==> config.mk <==
export PLATFORM = sky130hd
export DESIGN_NAME = sipo_frame_ctrl_flat
export DESIGN_NICKNAME = d
export VERILOG_FILES = /design/src/rtl/sipo_frame_if.sv /design/src/rtl/sipo_frame_ctrl.sv /design/src/flat_wrapper.sv
export SDC_FILE = /design/constraint.sdc
export NUM_CORES = 1
export LEC_CHECK = 0
export BUFFER_PORTS_ARGS = -buffer_cell sky130_fd_sc_hd__buf_4
export CORE_MARGIN = 2
export CORE_UTILIZATION = 40
export DETAILED_ROUTE_END_ITERATION = 10
export GPL_TIMING_DRIVEN = 0
export MAX_ROUTING_LAYER = met4
export REMOVE_ABC_BUFFERS = 1
export SLEW_MARGIN = 30
export SYNTH_ARGS = -nofsm -noshare
export SYNTH_HDL_FRONTEND = slang
export SYNTH_SLANG_ARGS = --single-unit
==> constraint.sdc <==
create_clock -name clk -period 1.4 [get_ports clk]
set_input_delay 0.14 -clock clk [delete_from_list [all_inputs] [get_ports clk]]
set_output_delay 0.14 -clock clk [all_outputs]
set_load 0.02 [all_outputs]
==> src/rtl/sipo_frame_if.sv <==
// sipo_frame_if: serial-line, SIPO and word-output bundle for sipo_frame_ctrl
interface sipo_frame_if #(parameter int WIDTH = 4);
  logic             din;
  logic             bit_vld;
  logic             sipo_load;
  logic [WIDTH-1:0] sipo_q;
  logic [WIDTH-1:0] word;
  logic             word_vld;
  logic             word_rdy;
  logic             busy;
  logic             frame_err;
  logic             overrun;
  modport master (
    output din, bit_vld, sipo_q, word_rdy,
    input  sipo_load, word, word_vld, busy, frame_err, overrun
  );
  modport slave (
    input  din, bit_vld, sipo_q, word_rdy,
    output sipo_load, word, word_vld, busy, frame_err, overrun
  );
endinterface

==> src/rtl/sipo_frame_ctrl.sv <==
// sipo_frame_ctrl: frames start/data/stop bits around an external SIPO and buffers decoded words
module sipo_frame_ctrl #(
  parameter int WIDTH   = 4,
  parameter int TIMEOUT = 16
) (
  input logic        clk,
  input logic        rst,
  sipo_frame_if.slave bus
);
  localparam int CW = WIDTH > 1 ? $clog2(WIDTH) : 1;
  localparam int IW = TIMEOUT > 0 ? $clog2(TIMEOUT + 1) : 1;
  typedef enum logic [1:0] {IDLE, DATA, STOP} state_t;
  state_t           state_q;
  logic [CW-1:0]    bit_cnt_q;
  logic [IW-1:0]    idle_cnt_q;
  logic [WIDTH-1:0] word_q;
  logic             word_vld_q;
  logic             frame_err_q;
  logic             overrun_q;
  logic             tmo;
  // a strobe on the final idle cycle rescues the frame
  assign tmo = (TIMEOUT > 0) && (state_q != IDLE) && !bus.bit_vld && (idle_cnt_q == IW'(TIMEOUT - 1));
  assign bus.sipo_load = (state_q == DATA) && bus.bit_vld;
  assign bus.word      = word_q;
  assign bus.word_vld  = word_vld_q;
  assign bus.busy      = state_q != IDLE;
  assign bus.frame_err = frame_err_q;
  assign bus.overrun   = overrun_q;
  always_ff @(posedge clk) begin
    if (rst) begin
      state_q     <= IDLE;
      bit_cnt_q   <= '0;
      idle_cnt_q  <= '0;
      word_q      <= '0;
      word_vld_q  <= 1'b0;
      frame_err_q <= 1'b0;
      overrun_q   <= 1'b0;
    end else begin
      frame_err_q <= 1'b0;
      overrun_q   <= 1'b0;
      if (word_vld_q && bus.word_rdy) word_vld_q <= 1'b0;
      idle_cnt_q <= bus.bit_vld ? '0 : (idle_cnt_q == IW'(TIMEOUT) ? idle_cnt_q : idle_cnt_q + 1'b1);
      if (tmo) begin
        state_q     <= IDLE;
        frame_err_q <= 1'b1;
      end else begin
        case (state_q)
          IDLE: if (bus.bit_vld && !bus.din) begin
            state_q    <= DATA;
            bit_cnt_q  <= '0;
            idle_cnt_q <= '0;
          end
          DATA: if (bus.bit_vld) begin
            bit_cnt_q <= bit_cnt_q + 1'b1;
            if (bit_cnt_q == CW'(WIDTH - 1)) state_q <= STOP;
          end
          STOP: if (bus.bit_vld) begin
            state_q <= IDLE;
            if (!bus.din) frame_err_q <= 1'b1;
            else if (!word_vld_q || bus.word_rdy) begin
              word_q     <= bus.sipo_q;
              word_vld_q <= 1'b1;
            end else overrun_q <= 1'b1;
          end
          default: state_q <= IDLE;
        endcase
      end
    end
  end
endmodule

==> src/flat_wrapper.sv <==
// flat-port wrapper written by rule: the top's interface ports become plain ports
module sipo_frame_ctrl_flat 
#(
  parameter int WIDTH   = 4,
  parameter int TIMEOUT = 16
)
  (clk, rst, bus_din, bus_bit_vld, bus_sipo_q, bus_word_rdy, bus_sipo_load, bus_word, bus_word_vld, bus_busy, bus_frame_err, bus_overrun);
  sipo_frame_if #(.WIDTH(WIDTH)) bus_i ();
  input logic clk;
  input logic rst;
  input wire logic [$bits(bus_i.din)-1:0] bus_din;
  input wire logic [$bits(bus_i.bit_vld)-1:0] bus_bit_vld;
  input wire logic [$bits(bus_i.sipo_q)-1:0] bus_sipo_q;
  input wire logic [$bits(bus_i.word_rdy)-1:0] bus_word_rdy;
  output wire logic [$bits(bus_i.sipo_load)-1:0] bus_sipo_load;
  output wire logic [$bits(bus_i.word)-1:0] bus_word;
  output wire logic [$bits(bus_i.word_vld)-1:0] bus_word_vld;
  output wire logic [$bits(bus_i.busy)-1:0] bus_busy;
  output wire logic [$bits(bus_i.frame_err)-1:0] bus_frame_err;
  output wire logic [$bits(bus_i.overrun)-1:0] bus_overrun;
  assign bus_i.din = bus_din;
  assign bus_i.bit_vld = bus_bit_vld;
  assign bus_i.sipo_q = bus_sipo_q;
  assign bus_i.word_rdy = bus_word_rdy;
  assign bus_sipo_load = bus_i.sipo_load;
  assign bus_word = bus_i.word;
  assign bus_word_vld = bus_i.word_vld;
  assign bus_busy = bus_i.busy;
  assign bus_frame_err = bus_i.frame_err;
  assign bus_overrun = bus_i.overrun;
  sipo_frame_ctrl #(.WIDTH(WIDTH), .TIMEOUT(TIMEOUT)) u_core (.clk(clk), .rst(rst), .bus(bus_i));
endmodule
Word-level counts from Yosys, hierarchy flattened --
Cells that the tools add are included.
Cells by class: muxes and demuxes 24, bitwise logic cells 4, reduce and logical (&&, ||, !) cells 17, equality and inequality tests 9, $add $sub $neg 2
Operators by type and width (count):
- $mux W5 | 5
- $mux W2 | 6
- $mux W1 | 11
- $reduce_and A4 Y1 | 2
- $ne A2 B2 Y1 const B | 3
- $pmux W2 S3 | 1
- $add A5 B1 Y5 const B | 1
- $eq A5 B4 Y1 const B | 1
- $eq A5 B5 Y1 const B | 1
- $logic_and A1 B1 Y1 | 5
- $reduce_and A5 Y1 | 1
- $reduce_or A5 Y1 | 1
- $eq A2 B2 Y1 const B | 2
- $not A1 Y1 | 4
- $pmux W2 S2 | 1
- $reduce_bool A2 Y1 | 2
- $logic_not A1 Y1 | 3
- $add A2 B1 Y2 const B | 1
- $eq A2 B1 Y1 const B | 1
- $logic_not A2 Y1 | 1
- $ne A2 B1 Y1 const B | 1
- $reduce_or A2 Y1 | 1
- $logic_or A1 B1 Y1 | 1
Word-level totals: output and inout port bits 9, input bits 9, register bits after elaboration 16, word-level logic and storage cells 63

Longest topological paths before layout --
Gate-level depths: netlist of run 1.
depth after elaboration 7, mapped depth 6, mapped depth without buffers 6

Least setup slack after synthesis of run 1 --
OpenSTA, ideal clock, no wires.
path type flip-flop to flip-flop, from reg u_core.idle_cnt_q[0], to reg u_core.state_q[0], cell stages (with the launch flop) 7, data required time 1322 ps, clock period less this slack 1364 ps, setup time 78 ps, buffers on the path 0, data arrival time 1286 ps, setup slack 36 ps, cells stage by stage dfxtp_1 > ha_1 > and3_1 > ha_1 > nor2b_1 > a21o_1 > nor3_1
On the way: longest elaborated chain between the ends 3
Ends and longest elaborated chain:
- start, declared | RTL line sipo_frame_ctrl.sv:15 | logic [IW-1:0] idle_cnt_q;
- start signal, assigned | RTL line sipo_frame_ctrl.sv:42 | idle_cnt_q <= bus.bit_vld ? '0 : (idle_cnt_q == IW'(TIMEOUT) ? idle_cnt_q : idle_cnt_q + 1'b1);
- $eq A5 B4 Y1 | RTL line sipo_frame_ctrl.sv:22 | assign tmo = (TIMEOUT > 0) && (state_q != IDLE) && !bus.bit_vld && (idle_cnt_q == IW'(TIMEOUT - 1));
- $logic_and A1 B1 Y1 | RTL line sipo_frame_ctrl.sv:22
- $reduce_or A2 Y1 (no source line)
- end signal, assigned | RTL line sipo_frame_ctrl.sv:31 | state_q <= IDLE;
- end signal, assigned | RTL line sipo_frame_ctrl.sv:44 | state_q <= IDLE;
- end signal, assigned | RTL line sipo_frame_ctrl.sv:49 | state_q <= DATA;
- end, declared | RTL line sipo_frame_ctrl.sv:13 | state_t state_q;
No other way between the ends. A chain may end at the register's enable or synchronous reset.

Worst setup path after layout of run 1 --
Same ends and word-level chain as after synthesis.

==> out/summary.txt, run 1 <==
Clock Latency Late Sink = 0.28 ns
DRT Pass-1 Iters = 4
most frequent cell after synthesis = dfxtp_1
Clock Root Buffer = clkbuf_4
initial core utilization = 42.8%
WS Path Type = flop to flop
final max-slew violation count = 0
#FFs+latches synth = 16
Max VDD drop = 0.000486 V
H-tree Lvls = 1
I/O pins = 18
FP Rows = 15
async set-reset flop share out of synthesis = 0%
Reg clk slew, reported paths = 0.09 ns
clock network fraction of design power = 29.6%
die area = 2230 um^2
CP Data Required Time = 1.60 ns
Routed WL = 1280 um
Hold Vio Cnt, Final = 0
WL per Instance = 10.5 um
LEAKAGE = 0.385 nW
cell mode on critical path = ha_4
Layout area overhead = 30.8%
# diodes = 0
outcome = finished clean
type of origin of the critical path = flop
post-placement setup slack = -0.0518 ns
max_cap viols = 0
f_max = 761 MHz
post-route ant nets = 0
setup violators final = 0
initial DRC count = 8
Clock Skew = 0.00613 ns
sequential share of the synthesized area = 42.9%
final instance area = 977 um^2
synth top area cells = dfxtp_1 (43%), nand2b_1 (9.2%), ha_1 (6.7%), mux2i_1 (5.4%), a21oi_1 (4.0%)
CP peak stage delay = 0.35 ns
Switching Share = 22.5%
GP Congestion = 0.745
Net Switching = 0.175 mW
Synth area leader = dfxtp_1
DR vias/cell = 4.82
TritonCTS Buffers = 3
Worst-Margin Slew = 0.249 ns
slack of the critical path = 0.0856 ns
Power Total = 0.779 mW
Die W = 47.2 um
library cells used by synthesis = 27
initial antenna violation count = 0
Post-Syn Instances = 78
Seq pwr share = 60.3%
TritonCTS clock tree = done
mapped cell area = 747 um^2
area share of the largest cell type after synthesis = 42.9%
fin cells = 122
final setup TNS = 0 ns
fraction of power consumed by combinational cells = 10.0%
DRC viols = 0
CP endpoint kind = flop
total grt overflow = 0
Mean Syn Cell Area = 9.58 um^2
vias in the first global route = 539
slowest CP cell = dfxtp_2
die height = 47.2 um
GRT Total Usage = 14.7%
PwrDens = 797 nW/um^2
Tmin final = 1.31 ns
top_reg_cell synth = dfxtp_1
crit path max fanout = 3
WHS = 0.129 ns
share of cells above drive strength 1 = 36.1%
DP HPWL = 934 um
core area = 1750 um^2
nets = 112
P_int = 0.604 mW
pin count of the biggest net entering global routing = 19
DP Area = 882 um^2
Yosys Warn Count = 0
first-pass GRT wire length = 2200 um
HP Class = input pin to flop
Post-synth EDFFs = 0
cts hold-fix bufs = 0
Post-synth top cells = dfxtp_1 (16), nand2b_1 (11), a21oi_1 (6), nor3_1 (5)
CP top delay family = simple AND/OR/NAND/NOR gates
port bufs = 17
CTS Sinks = 16
crit path DAT = 1.52 ns
final core utilization = 56.0%
cell chain of the critical path = ha_4 -> and3_4 -> ha_4 -> nor2b_4 -> a21o_1 -> nor3_2
RSZ-0062 raised after global routing = no
relative slew slack = 83.4%
WP buf/inv = 0
CTS max path bufs = 2
Placed Cells = 117
vias after detailed routing = 588
post-route clock period utilization = 93.9%
[state kept, by name, indices dropped and copies added, names as in the netlist]
name and cells:
u_core.idle_cnt_q 5, u_core.state_q 2, u_core.bus.word_vld 1, u_core.bus.frame_err 1
u_core.bus.word 4, u_core.bus.overrun 1, u_core.bit_cnt_q 2
[cell usage in the layout, fill, tap and decap left out, types with 2 or more instances in the layout]
master,n
a21oi_1,6
nand2b_1,11
ha_4,2
nor2b_4,2
dfxtp_2,2
nor2_1,2
nor3_1,3
xnor2_1,2
mux2i_1,4
ha_1,2
o21ai_0,3
clkbuf_4,3
nand2_1,3
dfxtp_1,14
buf_4,19
inv_1,3
nor3_2,2
nor3b_1,2
[path summary, 6_finish.rpt]
check / start / depth (start not counted) / slack (ns) / endpoint
worst max-delay path: u_core.idle_cnt_q[0]$_SDFF_PP0_ / 6 / 0.09 / u_core.state_q[0]$_SDFFE_PP0P_
worst min-delay path: bus_sipo_q[2] / 3 / 0.13 / u_core.bus.word[2]$_SDFFE_PP0P_
worst max register to register: u_core.idle_cnt_q[0]$_SDFF_PP0_ / 6 / 0.09 / u_core.state_q[0]$_SDFFE_PP0P_
worst min register to register: u_core.bus.word[3]$_SDFFE_PP0P_ / 2 / 0.48 / u_core.bus.word[3]$_SDFFE_PP0P_
[layout make-up]
class	count	area (um^2)
clock buffers	3	22.5
repair buffers	19	143
fillers	172	768
inverters	3	11.3
flip-flops and latches	16	323
multi-input cells	56	447
well taps	25	31.3
[worst min-delay path: stages]
cell      delay (ns)
buf_4           0.11
nand2b_1        0.05
mux2i_1         0.06
[power groups by stage]
stage | Combinational [mW] | Clock [mW] | Sequential [mW]
finish | 0.0782 | 0.231 | 0.470
global route | 0.0882 | 0.271 | 0.471
CTS | 0.0799 | 0.247 | 0.469
detailed placement | 0.0728 | 0 | 0.479
global placement | 0.0717 | 0 | 0.479
floorplan | 0.0354 | 0 | 0.477
[timing repair]
item	CTS	global route
gates cloned	0	0
setup endpoints to repair	3	7
pin swaps	4	3
resized for setup	9	4
buffers inserted	2	0
[cells by family after synthesis]
kind of cell             Yosys count  share of synthesized area (%)
flip-flops                        16                           42.9
adder cells (fa/ha/maj)            4                           6.70
AO/OA/AOI/OAI                     10                           7.04
AND/OR/NAND/NOR                   35                           29.8
buffers and inverters              6                           4.69
XOR/XNOR                           3                           3.52
multiplexers                       4                           5.36
[metal layers]
layer	GRT usage [%]	up-vias	wire length, um
li1	-	303	-
met1	18.1	272	598
met2	22.7	13	626
met3	3.46	0	54
met4	6.67	0	0
met5	-	-	0
(Power assumes the default switching activity.)
==> inputs of run 2 (changes only) <==
SETUP_SLACK_MARGIN = 0.5   (was not set)
==> run 2 against run 1 <==
Core utilization grew 7.2 points. Final cell count is 5.7% higher. Via count grew 6.5%. Combinational power increased by 25%. Critical path depth rose by 1. Power up 2.4%. Largest cell class unchanged. Highest routed layer unchanged.
==> out/summary.txt, run 2 (synthesis results as in run 1) <==
initial core utilization = 42.8% (unchanged)
CTS Sinks = 16 (unchanged)
pin count of the biggest net entering global routing = 19 (unchanged)
cts hold-fix bufs = 0 (unchanged)
FP Rows = 15 (unchanged)
DRT Pass-1 Iters = 2 (-2)
Max VDD drop = 0.000494 V (+1.8%)
worst r2r src = u_core.idle_cnt_q[0]$_SDFF_PP0_
Worst-Margin Slew = 0.320 ns (+0.0712 ns)
largest reg by FF count = u_core.idle_cnt_q
DRC viols = 0 (unchanged)
nets = 119 (+6.3%)
vias after detailed routing = 626 (+6.5%)
max_cap viols = 0 (unchanged)
final max-slew violation count = 0 (unchanged)
flop-to-flop setup slack = 0.06 ns (-0.02 ns)
RSZ-0062 raised after global routing = yes
Clock Latency Late Sink = 0.28 ns (about the same)
CP endpoint kind = flop
LEAKAGE = 0.433 nW (+12%)
share of cells above drive strength 1 = 53.8% (+18 points)
type of origin of the critical path = flop
die height = 47.2 um (unchanged)
Layout area overhead = 47.6%
final setup TNS = 0 ns (unchanged)
area taken by multi-input logic gates = 463 um^2 (+3.6%)
HP Class = input pin to flop
Reg2Reg Depth = 7 (+1)
post-route clock period utilization = 95.4% (+1.5 points)
reg-to-reg endpoint = u_core.bus.frame_err$_SDFF_PP0_
first-pass GRT wire length = 2430 um (+10%)
WS Path Type = flop to flop
initial DRC count = 6 (-2)
Clock Skew = 0.00732 ns (+0.00119 ns)
DP HPWL = 934 um (unchanged)
Hold Vio Cnt, Final = 0 (unchanged)
PwrDens = 723 nW/um^2 (-9.3%)
Hold Crit Depth = 3 (unchanged)
relative slew slack = 78.6% (-4.8 points)
commonest non-fill, non-tap cells in the layout = buf_4 (15), nand2b_1 (11), buf_6 (11), dfxtp_2 (8), dfxtp_1 (6)
outcome = finished clean
post-route ant nets = 0 (unchanged)
crit path max fanout = 2 (-1)
# diodes = 0 (unchanged)
GP Congestion = 0.745 (unchanged)
core area = 1750 um^2 (unchanged)
Worst Min Path Start = bus_sipo_q[2]
GRT Total Usage = 16.0% (+1.3 points)
crit path DAT = 1.51 ns (about the same)
commonest non-fill, non-tap cell in the layout = buf_4
TritonCTS clock tree = done
Reg clk slew, reported paths = 0.09 ns (about the same)
max reg flops = 5 (unchanged)
Hold EP = u_core.bus.word[2]$_SDFFE_PP0P_
I/O pins = 18 (unchanged)
f_max = 749 MHz (-1.6%)
TritonCTS Buffers = 3 (unchanged)
initial antenna violation count = 0 (unchanged)
setup violators final = 0 (unchanged)
register area = 338 um^2 (+4.7%)
Tmin final = 1.34 ns (+0.0215 ns)
Die W = 47.2 um (unchanged)
Routed WL = 1460 um (+14%)
Clock Root Buffer = clkbuf_4
CP Data Required Time = 1.57 ns (-0.03 ns)
port bufs = 17 (unchanged)
WL per Instance = 11.3 um (+8.3%)
die area = 2230 um^2 (unchanged)
layout filler cell count = 155 (-9.9%)
total grt overflow = 0 (unchanged)
CTS max path bufs = 2 (unchanged)
H-tree Lvls = 1 (unchanged)
DR vias/cell = 4.85 (+0.69%)
vias in the first global route = 588 (+9.1%)
final core utilization = 63.2% (+7.2 points)
run 2: per-stage QoR:
step | worst slack, ns | hold WS (ns) | cell area (um^2) | cells | power (mW)
floorplan | 0.0364 | 0.209 | 723 | 75 | 0.512
global placement | -0.0404 | 0.412 | 882 | 117 | 0.550
detailed placement | -0.0518 | 0.423 | 882 | 117 | 0.552
CTS | 0.0146 | 0.109 | 1050 | 126 | 0.806
global route | 0.000810 | 0.121 | 1100 | 129 | 0.846
finish | 0.0640 | 0.122 | 1100 | 129 | 0.797
run 2: layer usage:
layer  GRT usage [%]  vias to the layer above  routed length, um
met3            3.46                        0                 53
li1                -                      322                  -
met2            24.1                       11                727
met1            20.6                      293                682
met5               -                        -                  0
met4            6.67                        0                  0
run 2: worst max-delay path by stage:
stage	slack (ns)	end	start
global placement	-0.04	u_core.state_q[0]$_SDFFE_PP0P_	u_core.idle_cnt_q[0]$_SDFF_PP0_
global route	0.0008	u_core.bus.overrun$_SDFF_PP0_	u_core.idle_cnt_q[0]$_SDFF_PP0_
floorplan	0.04	u_core.state_q[0]$_SDFFE_PP0P_	u_core.idle_cnt_q[0]$_SDFF_PP0_
CTS	0.01	u_core.bus.overrun$_SDFF_PP0_	u_core.idle_cnt_q[1]$_SDFF_PP0_
detailed placement	-0.05	u_core.state_q[0]$_SDFFE_PP0P_	u_core.idle_cnt_q[0]$_SDFF_PP0_
finish	0.06	u_core.bus.frame_err$_SDFF_PP0_	u_core.idle_cnt_q[0]$_SDFF_PP0_
run 2: repair_timing:
action | 4_1_cts | 5_1_grt
gates resized for setup | 35 | 8
pin swaps | 10 | 4
setup buffers | 6 | 3
endpoints found under the setup margin | 21 | 25
run 2: layout make-up:
cell class                 count  share of cell area (%)
sequential                    16                    30.6
inverter                       3                    1.02
timing repair buffer          26                    21.5
multi-input combinational     56                    42.0
clock buffer                   3                    2.04
tap                           25                    2.84
run 2: where the power goes:
part	switching, mW	total (mW)	internal (mW)
combinational	0.0437	0.0977	0.0539
clock	0.134	0.234	0.0997
sequential	0.00624	0.465	0.459
run 2: worst max-delay path: stages, from the launching register on:
cell	delay, ns
dfxtp_2	0.35
ha_4	0.16
and3_4	0.18
ha_4	0.14
nor2b_4	0.12
buf_4	0.13
o21ai_2	0.09
a21oi_1	0.06
==> inputs of run 3 (changes only) <==
CELL_PAD_IN_SITES_DETAIL_PLACEMENT = 1   (was not set)
CELL_PAD_IN_SITES_GLOBAL_PLACEMENT = 1   (was not set)
CORE_UTILIZATION = 34   (was 40)
PLACE_DENSITY_LB_ADDON = 0.1   (was not set)
==> run 3 against run 2 <==
Count of clock-buffer cells in the layout up 1. Sequential power about the same. Final cell count up 0.78%. Worst setup slack better by 0.012 ns. Critical path type unchanged. Largest cell class unchanged. Largest power group unchanged.
==> out/summary.txt, run 3 (synthesis results as in run 1) <==
WHS = 0.106 ns (-0.0155 ns)
Tmin final = 1.32 ns (-0.0117 ns)
area taken by multi-input logic gates = 459 um^2 (-0.81%)
Hold Crit Depth = 3 (unchanged)
total grt overflow = 0 (unchanged)
cts hold-fix bufs = 0 (unchanged)
WP buf/inv = 0 (-1)
CP endpoint kind = flop
HP Class = input pin to flop
PwrDens = 797 nW/um^2 (+10%)
Worst Min Path Start = bus_sipo_q[1]
Layout area overhead = 45.4%
Hold Vio Cnt, Final = 0 (unchanged)
Worst-Margin Slew = 0.242 ns (-0.0780 ns)
initial core utilization = 36.9% (-5.9 points)
vias after detailed routing = 632 (+0.96%)
post-route clock period utilization = 94.6% (-0.83 points)
CP Data Required Time = 1.62 ns (+0.05 ns)
post-route ant nets = 0 (unchanged)
port bufs = 17 (unchanged)
cell mode on critical path = ha_4
# diodes = 0 (unchanged)
slack of the critical path = 0.0757 ns (+0.0117 ns)
first-pass GRT wire length = 2830 um (+17%)
WL per Instance = 13.0 um (+14%)
layout filler cell count = 229 (+48%)
core area = 2020 um^2 (+16%)
Die W = 50.9 um (+7.7%)
Reg clk slew, reported paths = 0.10 ns (about the same)
relative slew slack = 83.8% (+5.2 points)
initial DRC count = 2 (-4)
post-placement setup slack = -0.0752 ns (-0.0234 ns)
DRC viols = 0 (unchanged)
LEAKAGE = 0.428 nW (-1.1%)
share of cells above drive strength 1 = 51.5% (-2.4 points)
max_cap viols = 0 (unchanged)
final max-slew violation count = 0 (unchanged)
nets = 117 (-1.7%)
Clock Skew = 0.0107 ns (+0.00337 ns)
Routed WL = 1680 um (+15%)
setup violators final = 0 (unchanged)
crit path DAT = 1.55 ns (+0.04 ns)
cell chain of the critical path = ha_4 -> and3_4 -> ha_4 -> nor2b_4 -> a21o_1 -> nor2_1
TritonCTS Buffers = 3 (unchanged)
Reg2Reg Depth = 6 (-1)
largest reg by FF count = u_core.idle_cnt_q
WS Path Type = flop to flop
CTS max path bufs = 2 (unchanged)
die height = 50.9 um (+7.7%)
GRT Total Usage = 15.1% (-0.89 points)
Clock Latency Late Sink = 0.29 ns (about the same)
CTS Sinks = 16 (unchanged)
crit path max fanout = 3 (+1)
Max VDD drop = 0.000866 V (+75%)
DRT Pass-1 Iters = 2 (unchanged)
vias in the first global route = 677 (+15%)
CP peak stage delay = 0.34 ns (about the same)
type of origin of the critical path = flop
Clock Root Buffer = clkbuf_4
DP HPWL = 1050 um (+12%)
slowest CP cell = dfxtp_2
GP Congestion = 0.730 (-1.9%)
register area = 337 um^2 (-0.37%)
TritonCTS clock tree = done
pin count of the biggest net entering global routing = 19 (unchanged)
CP startpoint = u_core.idle_cnt_q[1]$_SDFF_PP0_
commonest non-fill, non-tap cell in the layout = buf_4
initial antenna violation count = 0 (unchanged)
die area = 2590 um^2 (+16%)
max reg flops = 5 (unchanged)
f_max = 755 MHz (+0.88%)
worst r2r src = u_core.idle_cnt_q[1]$_SDFF_PP0_
final setup TNS = 0 ns (unchanged)
RSZ-0062 raised after global routing = yes
CP top delay family = simple AND/OR/NAND/NOR gates
H-tree Lvls = 1 (unchanged)
Power Total = 0.865 mW (+8.5%)
I/O pins = 18 (unchanged)
FP Rows = 16 (+1)
outcome = finished clean
DR vias/cell = 4.86 (+0.18%)
commonest non-fill, non-tap cells in the layout = buf_4 (17), nand2b_1 (11), dfxtp_2 (10), buf_6 (7), a21oi_1 (6)
Critical Path Stages = 6 (-1)
[run 3: changes by cell type in the layout (fill, tap and decap cells not counted), sizes merged]
cell    previous run  this run
clkbuf             3         4
buf               26        24
[run 3: stage by stage]
stage | util [%] | cell area [um^2] | instances
global placement | 43.8 | 885 | 119
finish | 53.7 | 1090 | 130
floorplan | - | 723 | 75
CTS | 51.9 | 1050 | 129
global route | 53.7 | 1090 | 130
detailed placement | 43.8 | 885 | 119
[run 3: worst paths after layout]
path / to / slack (ns)
worst max-delay path: u_core.state_q[1]$_SDFFE_PP0P_ / 0.08
worst min-delay path: u_core.bus.word[1]$_SDFFE_PP0P_ / 0.11
worst max register to register: u_core.state_q[1]$_SDFFE_PP0P_ / 0.08
worst min register to register: u_core.state_q[0]$_SDFFE_PP0P_ / 0.47
[run 3: timing repair]
action,CTS,global route
pin swaps,6,3
resized for setup,26,9
hold endpoints to repair,0,0
setup endpoints to repair,23,25
buffers inserted,6,1
[run 3: worst register-to-register path, stage by stage, from the launching register on]
cell     delay [ns]
dfxtp_2        0.34
ha_4           0.15
and3_4         0.18
ha_4           0.15
nor2b_4        0.12
a21o_1         0.20
nor2_1         0.12
[run 3: final cells by class]
type	count	share of cell area, %
tap	27	3.11
inverter	3	1.27
multi-input combinational	56	42.3
clock buffer	4	3.34
sequential	16	31.0
timing repair buffer	24	19.0
[run 3: where the power goes]
group | switching (mW) | internal (mW)
clock | 0.153 | 0.158
combinational | 0.0415 | 0.0450
sequential | 0.00770 | 0.460
[run 3: layer usage]
layer / vias up / global-route usage, % / routed length, um
met3: 2 / 5.56 / 77
li1: 314 / - / -
met4: 0 / 4.05 / 12
met5: - / - / 0
met2: 13 / 27.4 / 878
met1: 303 / 15.4 / 715
